**src/rtl/hrfp_mult_normalize_pipe.sv**
```systemverilog
// HRFP post-multiply normalizer: two-stage valid/ready pipe that strips
// up to MAX_SHIFT leading zero digits and flags zero / exponent underflow.
module hrfp_mult_normalize_pipe #(
  parameter int MANT_W    = 54,
  parameter int DIGIT_W   = 4,
  parameter int EXP_W     = 7,
  parameter int MAX_SHIFT = 2
) (
  input  logic              clk,
  input  logic              rst,
  input  logic              in_valid,
  output logic              in_ready,
  input  logic [MANT_W-1:0] in_mantissa,
  input  logic [EXP_W-1:0]  in_exp,
  input  logic              in_sign,
  output logic              out_valid,
  input  logic              out_ready,
  output logic [MANT_W-1:0] out_mantissa,
  output logic [EXP_W-1:0]  out_exp,
  output logic              out_sign,
  output logic              out_zero,
  output logic              out_underflow
);

  localparam int LZW = $clog2(MAX_SHIFT + 1);

  logic              s1_v;
  logic [MANT_W-1:0] s1_mant;
  logic [EXP_W-1:0]  s1_exp;
  logic              s1_sign;
  logic              s1_zero;
  logic [LZW-1:0]    s1_lzd;
  logic              s2_v;

  logic              s2_load;
  logic              s1_fire;
  logic              s1_load;
  logic              in_fire;

  assign out_valid = s2_v;
  assign s2_load   = !s2_v || out_ready;
  assign s1_fire   = s1_v && s2_load;
  assign s1_load   = !s1_v || s1_fire;
  assign in_ready  = !rst && s1_load;
  assign in_fire   = in_valid && in_ready;

  // leading zero digit count, saturating at MAX_SHIFT
  logic [LZW-1:0] lzd_c;
  logic           run;

  always_comb begin
    lzd_c = '0;
    run   = 1'b1;
    for (int i = 0; i < MAX_SHIFT; i++) begin
      if (run && in_mantissa[MANT_W-1-i*DIGIT_W -: DIGIT_W] == '0)
        lzd_c = LZW'(i + 1);
      else
        run = 1'b0;
    end
  end

  always_ff @(posedge clk or posedge rst) begin
    if (rst) begin
      s1_v    <= 1'b0;
      s1_mant <= '0;
      s1_exp  <= '0;
      s1_sign <= 1'b0;
      s1_zero <= 1'b0;
      s1_lzd  <= '0;
    end else begin
      if (s1_load)
        s1_v <= in_valid;
      if (in_fire) begin
        s1_mant <= in_mantissa;
        s1_exp  <= in_exp;
        s1_sign <= in_sign;
        s1_zero <= (in_mantissa == '0);
        s1_lzd  <= lzd_c;
      end
    end
  end

  logic [MANT_W-1:0] mant_sh;
  logic [EXP_W:0]    exp_diff;
  logic              uflow;

  always_comb begin
    mant_sh = s1_mant;
    for (int i = 1; i <= MAX_SHIFT; i++) begin
      if (s1_lzd == LZW'(i))
        mant_sh = s1_mant << (i * DIGIT_W);
    end
    exp_diff = {1'b0, s1_exp} - (EXP_W + 1)'(s1_lzd);
    uflow    = !s1_zero && exp_diff[EXP_W];
  end

  always_ff @(posedge clk or posedge rst) begin
    if (rst) begin
      s2_v          <= 1'b0;
      out_mantissa  <= '0;
      out_exp       <= '0;
      out_sign      <= 1'b0;
      out_zero      <= 1'b0;
      out_underflow <= 1'b0;
    end else begin
      if (s2_load)
        s2_v <= s1_v;
      if (s1_fire) begin
        out_sign <= s1_sign;
        // zero and underflow both flush to a signed zero
        if (s1_zero || uflow) begin
          out_mantissa  <= '0;
          out_exp       <= '0;
          out_zero      <= 1'b1;
          out_underflow <= uflow;
        end else begin
          out_mantissa  <= mant_sh;
          out_exp       <= exp_diff[EXP_W-1:0];
          out_zero      <= 1'b0;
          out_underflow <= 1'b0;
        end
      end
    end
  end

endmodule

```
**config.mk**
```make
export PLATFORM = sky130hd
export DESIGN_NAME = hrfp_mult_normalize_pipe
export DESIGN_NICKNAME = d
export VERILOG_FILES = /design/src/rtl/hrfp_mult_normalize_pipe.sv
export SDC_FILE = /design/constraint.sdc
export NUM_CORES = 1
export LEC_CHECK = 0
export ABC_AREA = 0
export CORE_ASPECT_RATIO = 1.4
export CORE_MARGIN = 2
export CORE_UTILIZATION = 47
export CTS_CLUSTER_DIAMETER = 40
export CTS_CLUSTER_SIZE = 20
export DETAILED_ROUTE_END_ITERATION = 12
export GPL_ROUTABILITY_DRIVEN = 0
export GPL_TIMING_DRIVEN = 0
export PLACE_DENSITY_LB_ADDON = 0.12
export SLEW_MARGIN = 40
export SYNTH_ARGS = -nofsm -noshare
export SYNTH_HDL_FRONTEND = slang
export SYNTH_SLANG_ARGS = --single-unit
```
**constraint.sdc**
```tcl
create_clock -name clk -period 4.1 [get_ports clk]
set_input_delay 0.615 -clock clk [delete_from_list [all_inputs] [get_ports clk]]
set_output_delay 0.615 -clock clk [all_outputs]
set_load 0.02 [all_outputs]
```
Word-level counts from Yosys, hierarchy flattened
Index checks and enable logic that the tools add are counted.

Add/sub/neg operators: 1. Multipliers: 0. Divide/modulo/power cells: 0. Magnitude comparators: 0. Equality and inequality tests: 2. Shift-type cells: 0. Multiplexer cells: 9. Bitwise logic cells: 0. Reductions and logical operators: 15.

Operators with widths (count): 54-bit two-way mux (3); 54-bit logical NOT (1); 4-bit logical NOT (2); 7-bit by 2-bit subtractor with 8-bit output (1); 7-bit two-way mux (1); 1-bit logical AND (5); 1-bit logical NOT (4); 1-bit two-way mux (4); 1-bit logical OR (3); 2-bit by 1-bit == test with 1-bit output, second input constant (1); 2-bit == test, second input constant (1); 2-bit two-way mux (1).

Register bits: 131. Latch bits: 0. Memory bits (writable): 0. Memory bits (read-only): 0. Bits of input ports: 66. Output and inout port bits: 66. Logic and storage cells: 39. Memories kept: 0.

Logic depth before layout (Yosys ltp)
Word-level depth: 6. Mapped depth: 9. Mapped depth without buffers: 7.

Worst setup path before layout
No wires, ideal clock.

Kind: reg2reg. From: register s1_lzd[1]. To: register out_mantissa[26]. Setup time: 66 ps. Arrival time: 2241 ps. Required time: 4034 ps. Setup slack: 1793 ps. Stages on the path, launching flop included: 10. Buffers on the path: 3. Cell sequence: dfrtp_1 -> buf_2 -> inv_1 -> clkbuf_1 -> ha_1 -> nor2b_1 -> nor4_4 -> nor3_1 -> buf_2 -> a22o_1.

Cells in the longest elaborated chain, start to end: 4. Elaborated cells on any way between the ends: 8. Classes of those cells: add/sub: 1; eq/ne: 2; mux: 3; reduce/logical: 2.

Ends and longest elaborated chain: start, declared (line 32) `logic [LZW-1:0] s1_lzd;`; start signal, assigned (line 78) `s1_lzd <= lzd_c;`; 7-bit by 2-bit subtractor with 8-bit output / 2-bit by 1-bit == test with 1-bit output (equally long branches) (line 93, 90); 1-bit logical AND / 54-bit two-way mux (equally long branches) (line 94, 90); 1-bit logical OR / 54-bit two-way mux (equally long branches) (line 111, 90); 54-bit two-way mux * (line 111) `if (s1_zero || uflow) begin`; end signal, assigned (line 117) `out_mantissa <= mant_sh;`; end, declared (line 18) `output logic [MANT_W-1:0] out_mantissa,`.

Mark *: on every way between the ends. The rest lies on a longest branch, timed or not. A chain may end at the register's enable or synchronous reset.

Worst setup path after layout
From: register s1_lzd[1]. To: register out_mantissa[33].

Same word-level chain as after synthesis.

==> results.md <==
* Outcome: complete, no violations
* Fin crit share at 0.748
* GRT Util Overall at 0.267
* Drt initial violations at 326
* Setup total negative slack at 0 ns
* Post-Synthesis Cells at 563
* Cells on Worst Hold Path at 2
* R2R cell count at 9
* CP Data Arrival Time at 3.42 ns
* Post-synthesis sequential area ratio at 0.516
* Clock Path Buffers at 2
* Max_cap viols at 0
* Synth warn at 0
* First-pass GRT wire length at 29.5 mm
* Critical path destination: out_mantissa[33]
* Max frequency at 0.326 GHz
* Buffers on Ports at 131
* Slew @ Worst Pin at 0.806 ns
* Synthesized Nets at 633
* CP Capture Type: flop
* EDFF count, synth at 0
* Synth Area in Simple Gates at 0.0877
* Num rows at 50
* Skew final at 0.00595 ns
* Post-synth cell types at 33
* RSZ-0062 raised after global routing: no
* Final setup viols at 0
* Via count at 5,409
* Layout cell share with drive strength beyond 1 at 0.179
* Compound-Gate Fraction of Synth Area at 0.202
* CTS root buffer: clkbuf_16
* Clk sink count at 131
* Type of the worst setup path: flop to flop
* Die Footprint at 14,500 µm²
* Syn avg cell area at 11.3 µm²
* Final Non-Filler Cells at 913
* Async SR Flop Fraction at 1.00
* Worst VDD drop at 0.000258 V
* HP Class: flop to flop
* Leakage at 3.40 nW
* Reg2reg setup slack at 1.03 ns
* DP Wirelength at 14.0 mm
* R2r endpoint: out_mantissa[33]
* Core ar. at 13,300 µm²
* Critical Path Source: s1_lzd[1]
* CTS Hold Bufs at 0
* Post-synthesis mux area share at 0.142
* CTS clock-pin slew for the worst setup and hold paths at 0.06 ns
* Xor/xnor share of the synthesized area at 0.00828
* Synth Area in Adders at 0.00906
* Vias in the first global route at 5,453
* Sequential Area at 3280 µm²
* Layout area overhead at 35.2%
* Initial antenna violation count at 0
* Via density per instance at 5.92
* Rel. slew slack at 0.463
* Clk Latency, worst-skew pair at 0.42 ns
* DP Cell Count at 881
* # fillers at 1,117
* I/O Pins at 132
* Startpoint type of the worst setup path: flop
* WP data required at 4.45 ns
* Die width at 102 µm
* Routed WL at 18.7 mm
* Crit-path max FO at 10
* Final Hold Viols at 0
* Die Height at 142 µm
* Layout Nets at 788
* #FFs+latches synth at 131
* Synthesized area at 6350 µm²
* Final Max Tran Viols at 0
* Wire per inst at 20.5 µm
* Area of the multi-input gates at 2860 µm²
* Largest family of logic cells by synthesized area: compound AO/OA/AOI/OAI gates
* First-pass iteration count of the detailed router at 6
* RR Startpoint: s1_lzd[1]
* CTS tree: built
* Fin crit period at 3.07 ns
* DRT antenna net count at 0
* Largest net degree at the start of global routing at 27
* Post-CTS Setup Repair Bufs at 0
* Htree depth at 4
* Starting density of the core at 0.479
* Remaining Overflow, GRT at 0
* Ant. Diodes at 0
* Pwr/cell area at 544 nW/µm²
* Clock buffer count from CTS at 17
* CTS resizes at 0
* DRC at 0
* Dominant synthesized flop cell: dfrtp_1
flip-flops by register name, indices dropped and copies added, names as in the netlist:
register,flops
out_exp,7
out_mantissa,54
out_sign,1
out_underflow,1
out_valid,1
out_zero,1
s1_exp,7
s1_lzd,2
s1_mant,54
s1_sign,1
s1_v,1
s1_zero,1
layout by cell type, fill, tap and decap left out, types with 17 or more instances in the layout:
cell             synthesis  routed
o21ai_0                 87      87
o211ai_1                42      42
nand2b_1                36      36
clkbuf_16                0      17
mux2_2                  64      64
a22o_1                  47      47
clkbuf_1                25      29
dfrtp_1                131     131
mux2i_1                 18      18
clkdlybuf4s50_1          0     131
final cells by class:
type / instances / share of cell area
Buffer: 45 / 0.0227
Clock buffer: 23 / 0.0545
Clock inverter: 9 / 0.0122
Inverter: 7 / 0.00350
Multi-Input combinational cell: 380 / 0.333
Sequential cell: 131 / 0.382
Tap cell: 182 / 0.0265
Timing Repair Buffer: 136 / 0.166
how the worst min path moves through the flow:
stage	startpoint	to	slack, ns
finish	out_exp[1]	out_exp[1]	0.48
CTS	out_exp[1]	out_exp[1]	0.48
global route	out_exp[2]	out_exp[2]	0.51
global placement	out_exp[6]	out_exp[6]	0.46
detailed placement	out_exp[3]	out_exp[3]	0.47
floorplan	s1_sign	out_sign	0.47
cells by family (layout without fill, tap and decap cells):
kind of cell             Yosys count  after routing
multiplexers                      82             82
flip-flops                       131            131
buffers and inverters             52            220
AO/OA/AOI/OAI                    191            191
adder cells (fa/ha/maj)            4              4
AND/OR/NAND/NOR                   97             97
XOR/XNOR                           6              6
power breakdown:
part | total (mW) | internal [mW] | switching [mW]
sequential | 1.84 | 1.60 | 0.247
clock | 1.49 | 0.924 | 0.562
combinational | 1.34 | 0.704 | 0.634
total | 4.67 | 3.22 | 1.44
synthesized netlist by cell type, drive strengths merged, types with 5 or more instances:
library cell,n,area share
a22o,47,0.065
mux2i,18,0.028
xnor2,5,0.0069
inv,6,0.0035
dfrtp,131,0.52
nor4,15,0.017
o21ai,87,0.069
or2,9,0.0089
buf,19,0.015
a31o,5,0.0069
clkbuf,26,0.016
nor2,13,0.0077
mux2,64,0.11
nand2,15,0.0089
a31oi,5,0.0049
nand2b,36,0.035
o211ai,42,0.050
through the flow:
stage | setup WS (ns) | hold WS, ns | power (mW) | utilization | cell area, µm²
2_1_floorplan | 1.79 | 0.475 | 2.53 | - | 6350
3_3_place_gp | 0.687 | 0.463 | 3.15 | 0.595 | 7890
3_5_place_dp | 1.07 | 0.470 | 3.19 | 0.604 | 8010
4_1_cts | 1.05 | 0.483 | 4.69 | 0.647 | 8590
5_1_grt | 0.917 | 0.513 | 4.86 | 0.647 | 8590
6_report | 1.03 | 0.478 | 4.67 | 0.647 | 8590
layer usage:
layer	track usage	share of wire
met1	0.353	0.42
met2	0.437	0.50
met3	0.0502	0.050
met4	0.0982	0.029
met5	0	0
critical path: stages, from the launching register on:
cell      delay [ns]
dfrtp_1         0.47
buf_2           0.27
inv_1           0.07
clkbuf_1        0.26
ha_1            0.35
nor2b_1         0.32
nor4_4          0.08
nor3_2          0.60
buf_2           0.39
a22o_1          0.18
No activity file was read; power rests on OpenSTA's default activity.
==> variant, RTL diff (same flow settings) <==
The parameter `MANT_W` goes from 54 to 108.
--- a/src/rtl/hrfp_mult_normalize_pipe.sv
+++ b/src/rtl/hrfp_mult_normalize_pipe.sv
@@ -1,7 +1,7 @@
 // HRFP post-multiply normalizer: two-stage valid/ready pipe that strips
 // up to MAX_SHIFT leading zero digits and flags zero / exponent underflow.
 module hrfp_mult_normalize_pipe #(
-  parameter int MANT_W    = 54,
+  parameter int MANT_W    = 108,
   parameter int DIGIT_W   = 4,
   parameter int EXP_W     = 7,
   parameter int MAX_SHIFT = 2
Ports: changed (resized in_mantissa and out_mantissa); port bits go from 132 to 240. No check against the original RTL was run, so the function may have changed too.
==> variant against the unedited design <==
  * Worst setup slack lost 0.65 ns
  * Largest cell class unchanged
  * Routed wire length grew 110%
  * Total power grew 80%
  * Critical endpoint is now out_mantissa[50]
  * Design area grew 86%
  * Hold slack lost 0.0025 ns
  * Sequential cell count grew 108
  * Sequential share of layout area shrank 0.68 points
  * Area after synthesis grew 85%
==> variant: results (changes against the unedited design) <==
The flow ran to the end, and the final reports show no timing, DRC or antenna violations. The total number of H-tree levels is 1 (-3). The final net count was 1464 (+86%). The via count of the first global-routing pass is 10274 (+88%).

The number of clock buffers inserted by TritonCTS is 30 (+13). After synthesis, the most frequently instantiated cells are 239 x sky130_fd_sc_hd__dfrtp_1, 182 x sky130_fd_sc_hd__o21ai_0, 117 x sky130_fd_sc_hd__mux2_2, 103 x sky130_fd_sc_hd__a22o_1, 92 x sky130_fd_sc_hd__o211ai_1. The largest stage delay on the critical path came out at 0.52 ns (-0.08 ns). The pre-CTS setup slack is 0.463 ns (-0.607 ns).

Among cell families on the critical path, the largest total delay comes from buffers and inverters. The final worst-path cycle share was 0.907 (+0.159). The fraction of layout instances using a drive strength above 1 is 0.166 (-0.0128). The cell leakage power was 6.20 nW (+83%).

The minimum setup slack among reg-to-reg paths came to 0.38 ns (-0.65 ns). The number of cells on the worst reg-to-reg path was 10 (+1). For this design, the slowest cell found on the critical path is sky130_fd_sc_hd__buf_1. The total of fill cells in the finished design came to 1994 (+79%). The post-DP HPWL is 29900 µm (+110%). The synthesized-area fraction occupied by ao, oa, aoi and oai cells came out at 0.225 (+0.0233). The non-filler instance count after layout came out at 1679 (+84%).

The worst voltage drop across the vdd grid is 0.000383 V (+48%). The worst-case clock skew is 0.0170 ns (+0.0111 ns). The maximum number of pins on one net before global-route repair came out at 28 (+3.7%). The detailed-routing iteration count for the pre-antenna-repair pass is 5 (-1). The data arrival time of the critical path came out at 4.20 ns (+0.78 ns).

The post-synthesis share of cell area spent on full adders, half adders and majority gates came out at 0.00489 (-0.00417). The overall via count from detail_route is 10145 (+88%). The multiplexer area fraction after synthesis is 0.136 (-0.00614). The number of placed instances, taps included is 1623 (+84%). The number of input and output port buffers inserted was 239 (+82%). The total cell area at the placement stage is 0.0149 mm² (+86%). The internal power is 0.00566 W (+76%). The fraction of synthesized cell area in xor and xnor cells is 0.00372 (-0.00456). The largest registers in the layout are out_mantissa: 108 flops, s1_mant: 108 flops.
## variant: power by group through the flow
stage | Clock, W | Combinational, W | Sequential [W]
2_1_floorplan | 0 | 0.000944 | 0.00361
3_3_place_gp | 0 | 0.00234 | 0.00336
3_5_place_dp | 0 | 0.00239 | 0.00337
4_1_cts | 0.00269 | 0.00241 | 0.00333
5_1_grt | 0.00279 | 0.00255 | 0.00340
6_report | 0.00265 | 0.00239 | 0.00335
## variant: area by class of cell
class | instances | area [µm²] | area share
Multi-Input combinational cell | 721 | 5410 | 0.339
Sequential cell | 239 | 5980 | 0.375
Clock buffer | 34 | 797 | 0.0500
Inverter | 6 | 26.3 | 0.00165
Buffer | 92 | 483 | 0.0303
Timing Repair Buffer | 250 | 2640 | 0.165
Tap cell | 315 | 394 | 0.0247
Clock inverter | 22 | 219 | 0.0137
## variant: routing by layer
layer,track usage,up-vias,part of all wire
met3,0.0355,98,0.057
li1,-,4595,-
met4,0.115,0,0.042
met1,0.370,5004,0.39
met2,0.523,448,0.51
met5,0,-,0
